$ cat config.mk
export PLATFORM = sky130hd
export DESIGN_NAME = mat_seq_ctrl
export DESIGN_NICKNAME = d
export VERILOG_FILES = /design/src/rtl/mat_seq_pkg.sv /design/src/rtl/mat_seq_ctrl.sv
export SDC_FILE = /design/constraint.sdc
export NUM_CORES = 1
export LEC_CHECK = 0
export CORE_MARGIN = 2
export CORE_UTILIZATION = 45
export CTS_BUF_LIST = sky130_fd_sc_hd__clkbuf_8 sky130_fd_sc_hd__clkbuf_16
export CTS_CLUSTER_DIAMETER = 120
export CTS_CLUSTER_SIZE = 8
export DETAILED_ROUTE_END_ITERATION = 8
export GPL_ROUTABILITY_DRIVEN = 0
export GPL_TIMING_DRIVEN = 0
export PLACE_DENSITY = 0.72
export SLEW_MARGIN = 0
export SYNTH_ARGS = -nofsm -noshare
export SYNTH_HDL_FRONTEND = slang
export SYNTH_SLANG_ARGS = --single-unit
$ cat constraint.sdc
create_clock -name CLK -period 1.85 [get_ports CLK]
set_clock_uncertainty 0.2 [all_clocks]
set_input_delay 0.37 -clock CLK [delete_from_list [all_inputs] [get_ports CLK]]
set_output_delay 0.37 -clock CLK [all_outputs]
set_load 0.01 [all_outputs]
$ cat src/rtl/mat_seq_pkg.sv
// Shared types for the matrix sequencer: state encoding and the
// default PE MAC pipeline depth.
package mat_seq_pkg;

  typedef enum logic [2:0] {
    S_IDLE,
    S_CLEAR,
    S_MAC,
    S_DRAIN,
    S_WRITE,
    S_FIN
  } seq_state_t;

  localparam int MAC_LAT_DEF = 2;

endpackage

$ cat src/rtl/mat_seq_ctrl.sv
// Row-by-row matrix multiply sequencer for an N-PE MAC array.
// Ports: CLK/RST (sync, active high), START/ROWS run request,
//   HOLD operand stall, ABORT cancel; BUSY/DONE status,
//   CLR_ACC/MAC_EN/SEQ_A/SEQ_B PE control, WR_ROW/ROW_IDX write-back.
module mat_seq_ctrl
  import mat_seq_pkg::*;
#(
  parameter int N       = 16,
  parameter int LogN    = $clog2(N),
  parameter int MAC_LAT = MAC_LAT_DEF
) (
  input  logic            CLK,
  input  logic            RST,
  input  logic            START,
  input  logic [LogN-1:0] ROWS,
  input  logic            HOLD,
  input  logic            ABORT,
  output logic            BUSY,
  output logic            DONE,
  output logic            CLR_ACC,
  output logic            MAC_EN,
  output logic [LogN-1:0] SEQ_A,
  output logic [LogN-1:0] SEQ_B,
  output logic            WR_ROW,
  output logic [LogN-1:0] ROW_IDX
);

  localparam logic [LogN-1:0] KMAX = LogN'(N - 1);

  seq_state_t      r_state, w_state_nxt;
  logic [LogN-1:0] r_k, w_k_nxt;
  logic [LogN-1:0] r_row, w_row_nxt;
  logic [LogN-1:0] r_rows, w_rows_nxt;
  logic [2:0]      r_dcnt, w_dcnt_nxt;
  logic            w_en_nxt;

  logic            r_busy, r_done, r_clr, r_mac_en, r_wr;
  logic [LogN-1:0] r_seq, r_row_idx;

  // r_k is the operand index on SEQ_A/B this cycle. A MAC cycle
  // without HOLD advances it; a HOLD edge repeats it as a bubble
  // (MAC_EN=0), so each index is issued with MAC_EN=1 exactly once.
  always_comb begin
    w_state_nxt = r_state;
    w_k_nxt     = r_k;
    w_row_nxt   = r_row;
    w_rows_nxt  = r_rows;
    w_dcnt_nxt  = r_dcnt;
    w_en_nxt    = 1'b0;
    if (ABORT && (r_state != S_IDLE)) begin
      w_state_nxt = S_IDLE;
      w_k_nxt     = '0;
      w_row_nxt   = '0;
      w_dcnt_nxt  = '0;
    end else begin
      unique case (r_state)
        S_IDLE: begin
          if (START && !ABORT) begin
            w_state_nxt = S_CLEAR;
            w_rows_nxt  = ROWS;
            w_row_nxt   = '0;
            w_k_nxt     = '0;
          end
        end
        S_CLEAR: begin
          w_state_nxt = S_MAC;
          w_k_nxt     = '0;
          w_en_nxt    = 1'b1;
        end
        S_MAC: begin
          if (HOLD) begin
            w_en_nxt = 1'b0;
          end else if (r_k == KMAX) begin
            w_state_nxt = (MAC_LAT == 0) ? S_WRITE : S_DRAIN;
            w_dcnt_nxt  = '0;
          end else begin
            w_k_nxt  = r_k + LogN'(1);
            w_en_nxt = 1'b1;
          end
        end
        S_DRAIN: begin
          if (int'(r_dcnt) + 1 >= MAC_LAT) begin
            w_state_nxt = S_WRITE;
          end else begin
            w_dcnt_nxt = r_dcnt + 3'd1;
          end
        end
        S_WRITE: begin
          if (r_row < r_rows) begin
            w_row_nxt   = r_row + LogN'(1);
            w_k_nxt     = '0;
            w_state_nxt = S_CLEAR;
          end else begin
            w_state_nxt = S_FIN;
          end
        end
        S_FIN: begin
          w_state_nxt = S_IDLE;
          w_k_nxt     = '0;
          w_row_nxt   = '0;
        end
        default: begin
          w_state_nxt = S_IDLE;
        end
      endcase
    end
  end

  always_ff @(posedge CLK) begin
    if (RST) begin
      r_state <= S_IDLE;
      r_k     <= '0;
      r_row   <= '0;
      r_rows  <= '0;
      r_dcnt  <= '0;
    end else begin
      r_state <= w_state_nxt;
      r_k     <= w_k_nxt;
      r_row   <= w_row_nxt;
      r_rows  <= w_rows_nxt;
      r_dcnt  <= w_dcnt_nxt;
    end
  end

  // Outputs are registered from the next state so they line up
  // with the state register and never glitch on input changes.
  always_ff @(posedge CLK) begin
    if (RST) begin
      r_busy    <= 1'b0;
      r_done    <= 1'b0;
      r_clr     <= 1'b0;
      r_mac_en  <= 1'b0;
      r_wr      <= 1'b0;
      r_seq     <= '0;
      r_row_idx <= '0;
    end else begin
      r_busy    <= (w_state_nxt != S_IDLE);
      r_done    <= (w_state_nxt == S_FIN);
      r_clr     <= (w_state_nxt == S_CLEAR);
      r_mac_en  <= w_en_nxt;
      r_wr      <= (w_state_nxt == S_WRITE);
      r_seq     <= (w_state_nxt == S_MAC) ? w_k_nxt : '0;
      r_row_idx <= (w_state_nxt == S_IDLE) ? '0 : w_row_nxt;
    end
  end

  assign BUSY    = r_busy;
  assign DONE    = r_done;
  assign CLR_ACC = r_clr;
  assign MAC_EN  = r_mac_en;
  assign SEQ_A   = r_seq;
  assign SEQ_B   = r_seq;
  assign WR_ROW  = r_wr;
  assign ROW_IDX = r_row_idx;

endmodule

Yosys cells after proc, flatten, opt, wreduce, memory -nomap -nowiden
Cells that the tools add are included.
Word-level totals
  register bits: 31
  logic and storage cells: 71
  input bits: 9
Cells by class
  magnitude comparators: 2
  reductions and logical operators: 14
  $add $sub $neg: 4
  multiplexer cells: 24
  eq/ne operators: 13
  bitwise logic cells: 2
Operators by type and width (number)
  4-bit two-way mux: 8
  3-bit two-way mux: 9
  4-bit case mux with 4 select lines: 1
  3-bit case mux with 5 select lines: 1
  3-bit equality test, second input constant: 4
  4-bit case mux with 3 select lines: 1
  3-bit by 2-bit equality test with 1-bit output, second input constant: 3
  4-bit by 1-bit adder with 4-bit output, second input constant: 2
  2-bit OR reduction: 4
  3-bit by 1-bit equality test with 1-bit output, second input constant: 2
  3-bit logical NOT: 2
  2-bit != test, second input constant: 3
  3-bit case mux with 2 select lines: 1
  3-bit nonzero test: 2
  3-bit by 1-bit adder with 4-bit output, second input constant: 1
  4-bit equality test, second input constant: 1
  4-bit by 2-bit >= comparator with 1-bit output, second input constant: 1
  4-bit < comparator: 1
  4-bit AND reduction: 1
  3-bit by 1-bit adder with 3-bit output, second input constant: 1
  3-bit AND reduction: 1
  1-bit logical AND: 2
  1-bit two-way mux: 2
  1-bit inverter: 2
  3 further kinds: 3

Longest topological paths before layout
  depth in word-level cells: 8
  depth in mapped cells: 7
  mapped depth without buffers: 7

Worst setup path after synthesis
Ideal clock, no wire load.
  path kind: register to register
  start: reg r_row[1]
  end: reg r_seq[1] (netlist: SEQ_A[1])
  arrival time: 1.540 ns
  stages on the path, launching flop included: 7
  slack: -0.017 ns
  buffers on the path: 0
  clock period less this slack: 1.867 ns
  path through: dfxtp_1 > ha_1 > o211ai_1 > o21ai_1 > o211ai_1 > o211ai_1 > nor2b_1
Between the ends
  cells in the longest elaborated chain, start to end: 7
  elaborated cells between the ends (all ways): 10
  classes of those cells: 1 x order compare; 1 x eq/ne; 6 x mux; 1 x bitwise; 1 x reduce/logical
RTL lines
  start, declared: line mat_seq_ctrl.sv:32  | logic [LogN-1:0] r_row, w_row_nxt;
  start signal, assigned: line mat_seq_ctrl.sv:119  | r_row <= w_row_nxt;
  4-bit < comparator *: line mat_seq_ctrl.sv:89  | if (r_row < r_rows) begin
  3-bit two-way mux: line mat_seq_ctrl.sv:89
  3-bit case mux with 5 select lines: line mat_seq_ctrl.sv:56  | unique case (r_state)
  3-bit two-way mux: line mat_seq_ctrl.sv:50  | if (ABORT && (r_state != S_IDLE)) begin
  3-bit by 2-bit equality test with 1-bit output: line mat_seq_ctrl.sv:142  | r_seq <= (w_state_nxt == S_MAC) ? w_k_nxt : '0;
  1-bit inverter (no line)
  2-bit OR reduction (no line)
  end signal, assigned: line mat_seq_ctrl.sv:142
  end, declared: line mat_seq_ctrl.sv:38  | logic [LogN-1:0] r_seq, r_row_idx;
Mark *: on every way between the ends. The rest lies on a longest branch, timed or not.
A chain may end at the register's enable or synchronous reset.

Final worst setup path
  start: reg r_row[1]
  end: reg r_row_idx[2] (netlist: ROW_IDX[2])
Between the ends
  cells in the longest elaborated chain, start to end: 6
  elaborated cells between the ends (all ways): 10
  classes of those cells: 1 x add/sub; 1 x order compare; 6 x mux; 2 x reduce/logical
RTL lines
  4-bit < comparator: line mat_seq_ctrl.sv:89
  3-bit two-way mux: line mat_seq_ctrl.sv:89
  3-bit case mux with 5 select lines: line mat_seq_ctrl.sv:56
  3-bit two-way mux: line mat_seq_ctrl.sv:50
  3-bit logical NOT: line mat_seq_ctrl.sv:143  | r_row_idx <= (w_state_nxt == S_IDLE) ? '0 : w_row_nxt;
  2-bit OR reduction (no line)
  end signal, assigned: line mat_seq_ctrl.sv:143
  end, declared: line mat_seq_ctrl.sv:38
Parallel ways exist; a longest one is shown, timed or not.

==> summary.txt <==
Number of H-tree levels -> 2
Longest Clk Path Bufs -> 2
Clock transition at the registers of the reported paths -> 60 ps
Pwr Density -> 618 mW/mm^2
Number of placed instances, taps included -> 244
Worst path required time -> 1830 ps
Max-cap check violation count -> 0
Antenna violations before repair -> 0
Total CTS buffers -> 5
Total Die Area -> 0.00413 sq mm
Number of primary I/O pins -> 26
Clock period minus worst slack -> 1960 ps
CTS tree -> built
Number of rows created at floorplan -> 21
FMAX -> 0.509 GHz
Final clock period utilization by the worst path -> 106%
Die height -> 64.3 um
Share of synthesized registers carrying an async set or reset -> 0%
Synthesized instance count -> 175
Initial standard-cell utilization of the core -> 47.9%
Endpoints failing hold -> 0
Worst hold path type -> in -> reg
# DRC -> 0
Max-slew headroom at the worst pin -> 68.8%
Pin count of the biggest net entering global routing -> 11
Vias post-DR -> 1448
DRC violation total after the first TritonRoute iteration -> 77
P&R area growth vs syn -> 33.8%
Critical path start-end classification -> reg -> reg
Clk_lat worst skew -> 290 ps
Leakage dissipation -> 0.830 nW
Worst Tran Pin Value -> 466 ps
Wire length of the first global-routing pass -> 6340 um
Total standard cell area after synthesis -> 0.00164 sq mm
Main synth FF type -> sky130_fd_sc_hd__dfxtp_1
Layout cell share with drive strength beyond 1 -> 29.7%
Yosys warning count -> 0
Aggregate global routing overflow -> 0
Uppermost signal routing layer after detailed routing -> met4
Gr usage total -> 19.9%
Sequential cell area fraction in the yosys report -> 37.9%
Mean instance size in the synthesized netlist -> 9.34 sq um
CP cell instances -> ha_4 > o211ai_1 > o21ai_2 > buf_4 > a41o_4 > a21oi_4 > nor2_1
Number of optimization iterations in the first detailed-route pass -> 4
Failing checks -> setup timing
Final Net Count -> 229
Wl on met1 -> 1610 um
Port bufs -> 23
Crit start category -> flop
Top fanout value on the critical path -> 6
Status -> finished with violations
Net count after synthesis -> 191
Crit path capture type -> flop
Leading cell types in the layout, fill and taps excluded -> sky130_fd_sc_hd__dfxtp_1, sky130_fd_sc_hd__nor2_1, sky130_fd_sc_hd__clkdlybuf4s50_1
Area of the core -> 0.00342 sq mm
Met3 wire length -> 183 um
Post-route total power -> 1.35 mW
Post-synthesis register bit count -> 31
Clock sink count -> 31
Number of non-filler instances in the completed layout -> 258
HPWL reported at the end of detailed placement -> 2700 um
Total routed wirelength -> 3990 um
Root buffer cell -> sky130_fd_sc_hd__clkbuf_8
Count of cell types in the netlist -> 46
Stage delay of the slowest cell on the critical path -> 360 ps
Smallest setup slack after layout -> -114 ps
Count of final setup violators -> 17
Average routed wire per standard cell -> 15.4 um
Total count of max-transition violations in the final report -> 0
Setup repair after global routing missed its margin -> yes
Data arrival time of the critical path -> 1940 ps
Total inserted antenna cells -> 0
Number of enable flip-flop cells after synthesis -> 0
Die span in x -> 64.3 um
Antenna Nets Post-Route -> 0
Hold buffer count at CTS -> 0
Count of fill cells added during filler insertion -> 272
Largest vdd supply drop -> 0.508 mV
Number of global-route vias before repair -> 1398
Slowest stage cell, crit path -> sky130_fd_sc_hd__dfxtp_4
Detail Route met2 WL -> 2120 um
Post-detailed-route via-to-cell ratio -> 5.61
-- power breakdown --
part | internal (mW) | total (mW) | switching [mW]
clock | 0.244 | 0.483 | 0.238
combinational | 0.0910 | 0.189 | 0.0982
sequential | 0.675 | 0.682 | 0.00699
-- flip-flops by register name (all words and copies together) (netlist names) --
register	cells
ROW_IDX	4
SEQ_A	4
r_k	4
r_row	4
r_rows	4
r_dcnt	3
r_state	3
BUSY	1
CLR_ACC	1
DONE	1
MAC_EN	1
WR_ROW	1
-- Yosys cell counts (2+ instances only) --
cell	count	area share (%)
sky130_fd_sc_hd__a2111oi_4	2	3.4
sky130_fd_sc_hd__a21oi_1	8	2.4
sky130_fd_sc_hd__a22oi_1	3	1.4
sky130_fd_sc_hd__a2bb2oi_1	2	1.1
sky130_fd_sc_hd__a31oi_1	2	0.76
sky130_fd_sc_hd__buf_2	2	0.61
sky130_fd_sc_hd__buf_4	5	2.3
sky130_fd_sc_hd__buf_6	3	2.1
sky130_fd_sc_hd__dfxtp_1	31	38
sky130_fd_sc_hd__ha_1	7	5.4
sky130_fd_sc_hd__inv_1	9	2.1
sky130_fd_sc_hd__inv_2	3	0.69
sky130_fd_sc_hd__mux2i_1	6	3.7
sky130_fd_sc_hd__nand2_1	4	0.92
sky130_fd_sc_hd__nand2b_1	3	1.1
sky130_fd_sc_hd__nand3_1	7	2.1
sky130_fd_sc_hd__nand4_1	2	0.76
sky130_fd_sc_hd__nand4b_1	2	1.1
sky130_fd_sc_hd__nor2_1	24	5.5
sky130_fd_sc_hd__nor2_4	3	2.1
sky130_fd_sc_hd__nor2b_1	6	2.3
sky130_fd_sc_hd__nor3_1	2	0.61
sky130_fd_sc_hd__nor3b_2	2	1.5
sky130_fd_sc_hd__o211ai_1	5	2.3
sky130_fd_sc_hd__o21a_1	3	1.4
sky130_fd_sc_hd__o21ai_0	5	1.5
sky130_fd_sc_hd__o21ai_1	5	1.5
-- area by class of cell --
| class | count | area [sq um] | area share (%) |
|---|---|---|---|
| Inverter | 12 | 45.0 | 2.06 |
| Tap cell | 46 | 57.6 | 2.63 |
| Timing Repair Buffer | 31 | 299 | 13.7 |
| Clock inverter | 1 | 3.75 | 0.172 |
| Clock buffer | 5 | 68.8 | 3.14 |
| Sequential cell | 31 | 634 | 29.0 |
| Multi-Input combinational cell | 122 | 998 | 45.6 |
| Buffer | 10 | 81.3 | 3.72 |
-- metal layers --
metal  up-vias  track usage (%)
met4         0             6.12
met5         -                0
met2        40             36.8
met1       701             22.0
met3        10             5.11
li1        697                -
-- per-stage QoR --
stage          utilization [%]  setup WS, ps  hold WS, ps  area (sq um)  setup TNS [ps]
6_report                  64.1          -114          172          2190           -1110
5_1_grt                   64.1          -203          192          2190           -2510
4_1_cts                   61.6          -155          173          2100           -1150
3_5_place_dp              56.4          -441          290          1930           -6250
3_3_place_gp              56.4          -409          277          1930           -5780
2_1_floorplan                -         0.322          253          1640               0
-- cell families after synthesis --
logic type,Yosys count,synth area share (%)
xor gates and xnor gates,1,0.536
DFF,31,37.9
AOI/OAI and AO/OA,46,22.6
buffers and inverters,22,7.73
muxes,6,3.67
adders and majority gates,7,5.36
and+or+nand+nor,62,22.1
-- critical path: cells and delay by family (launching register included) --
family                     cells  cell delay, ps
adders and majority gates      1             230
buffers and inverters          1             160
AOI/OAI and AO/OA              4             820
DFF                            1             360
and+or+nand+nor                1              80
-- worst paths after layout --
path	start	end	slack, ps	cells past startpoint
worst max-delay path	r_row[1]$_SDFF_PP0_	ROW_IDX[2]$_SDFF_PP0_	-110	7
worst min-delay path	RST	r_row[2]$_SDFF_PP0_	170	2
worst max register to register	r_row[1]$_SDFF_PP0_	ROW_IDX[2]$_SDFF_PP0_	-110	7
worst min register to register	r_dcnt[2]$_SDFFE_PP0P_	r_dcnt[2]$_SDFFE_PP0P_	290	2
-- what timing repair did --
| action | in CTS | in global routing |
|---|---|---|
| setup endpoints to repair | 20 | 21 |
| pin swaps | 14 | 15 |
| resized for setup | 20 | 13 |
| setup buffers | 5 | 5 |
No activity file was read; power rests on OpenSTA's default activity.
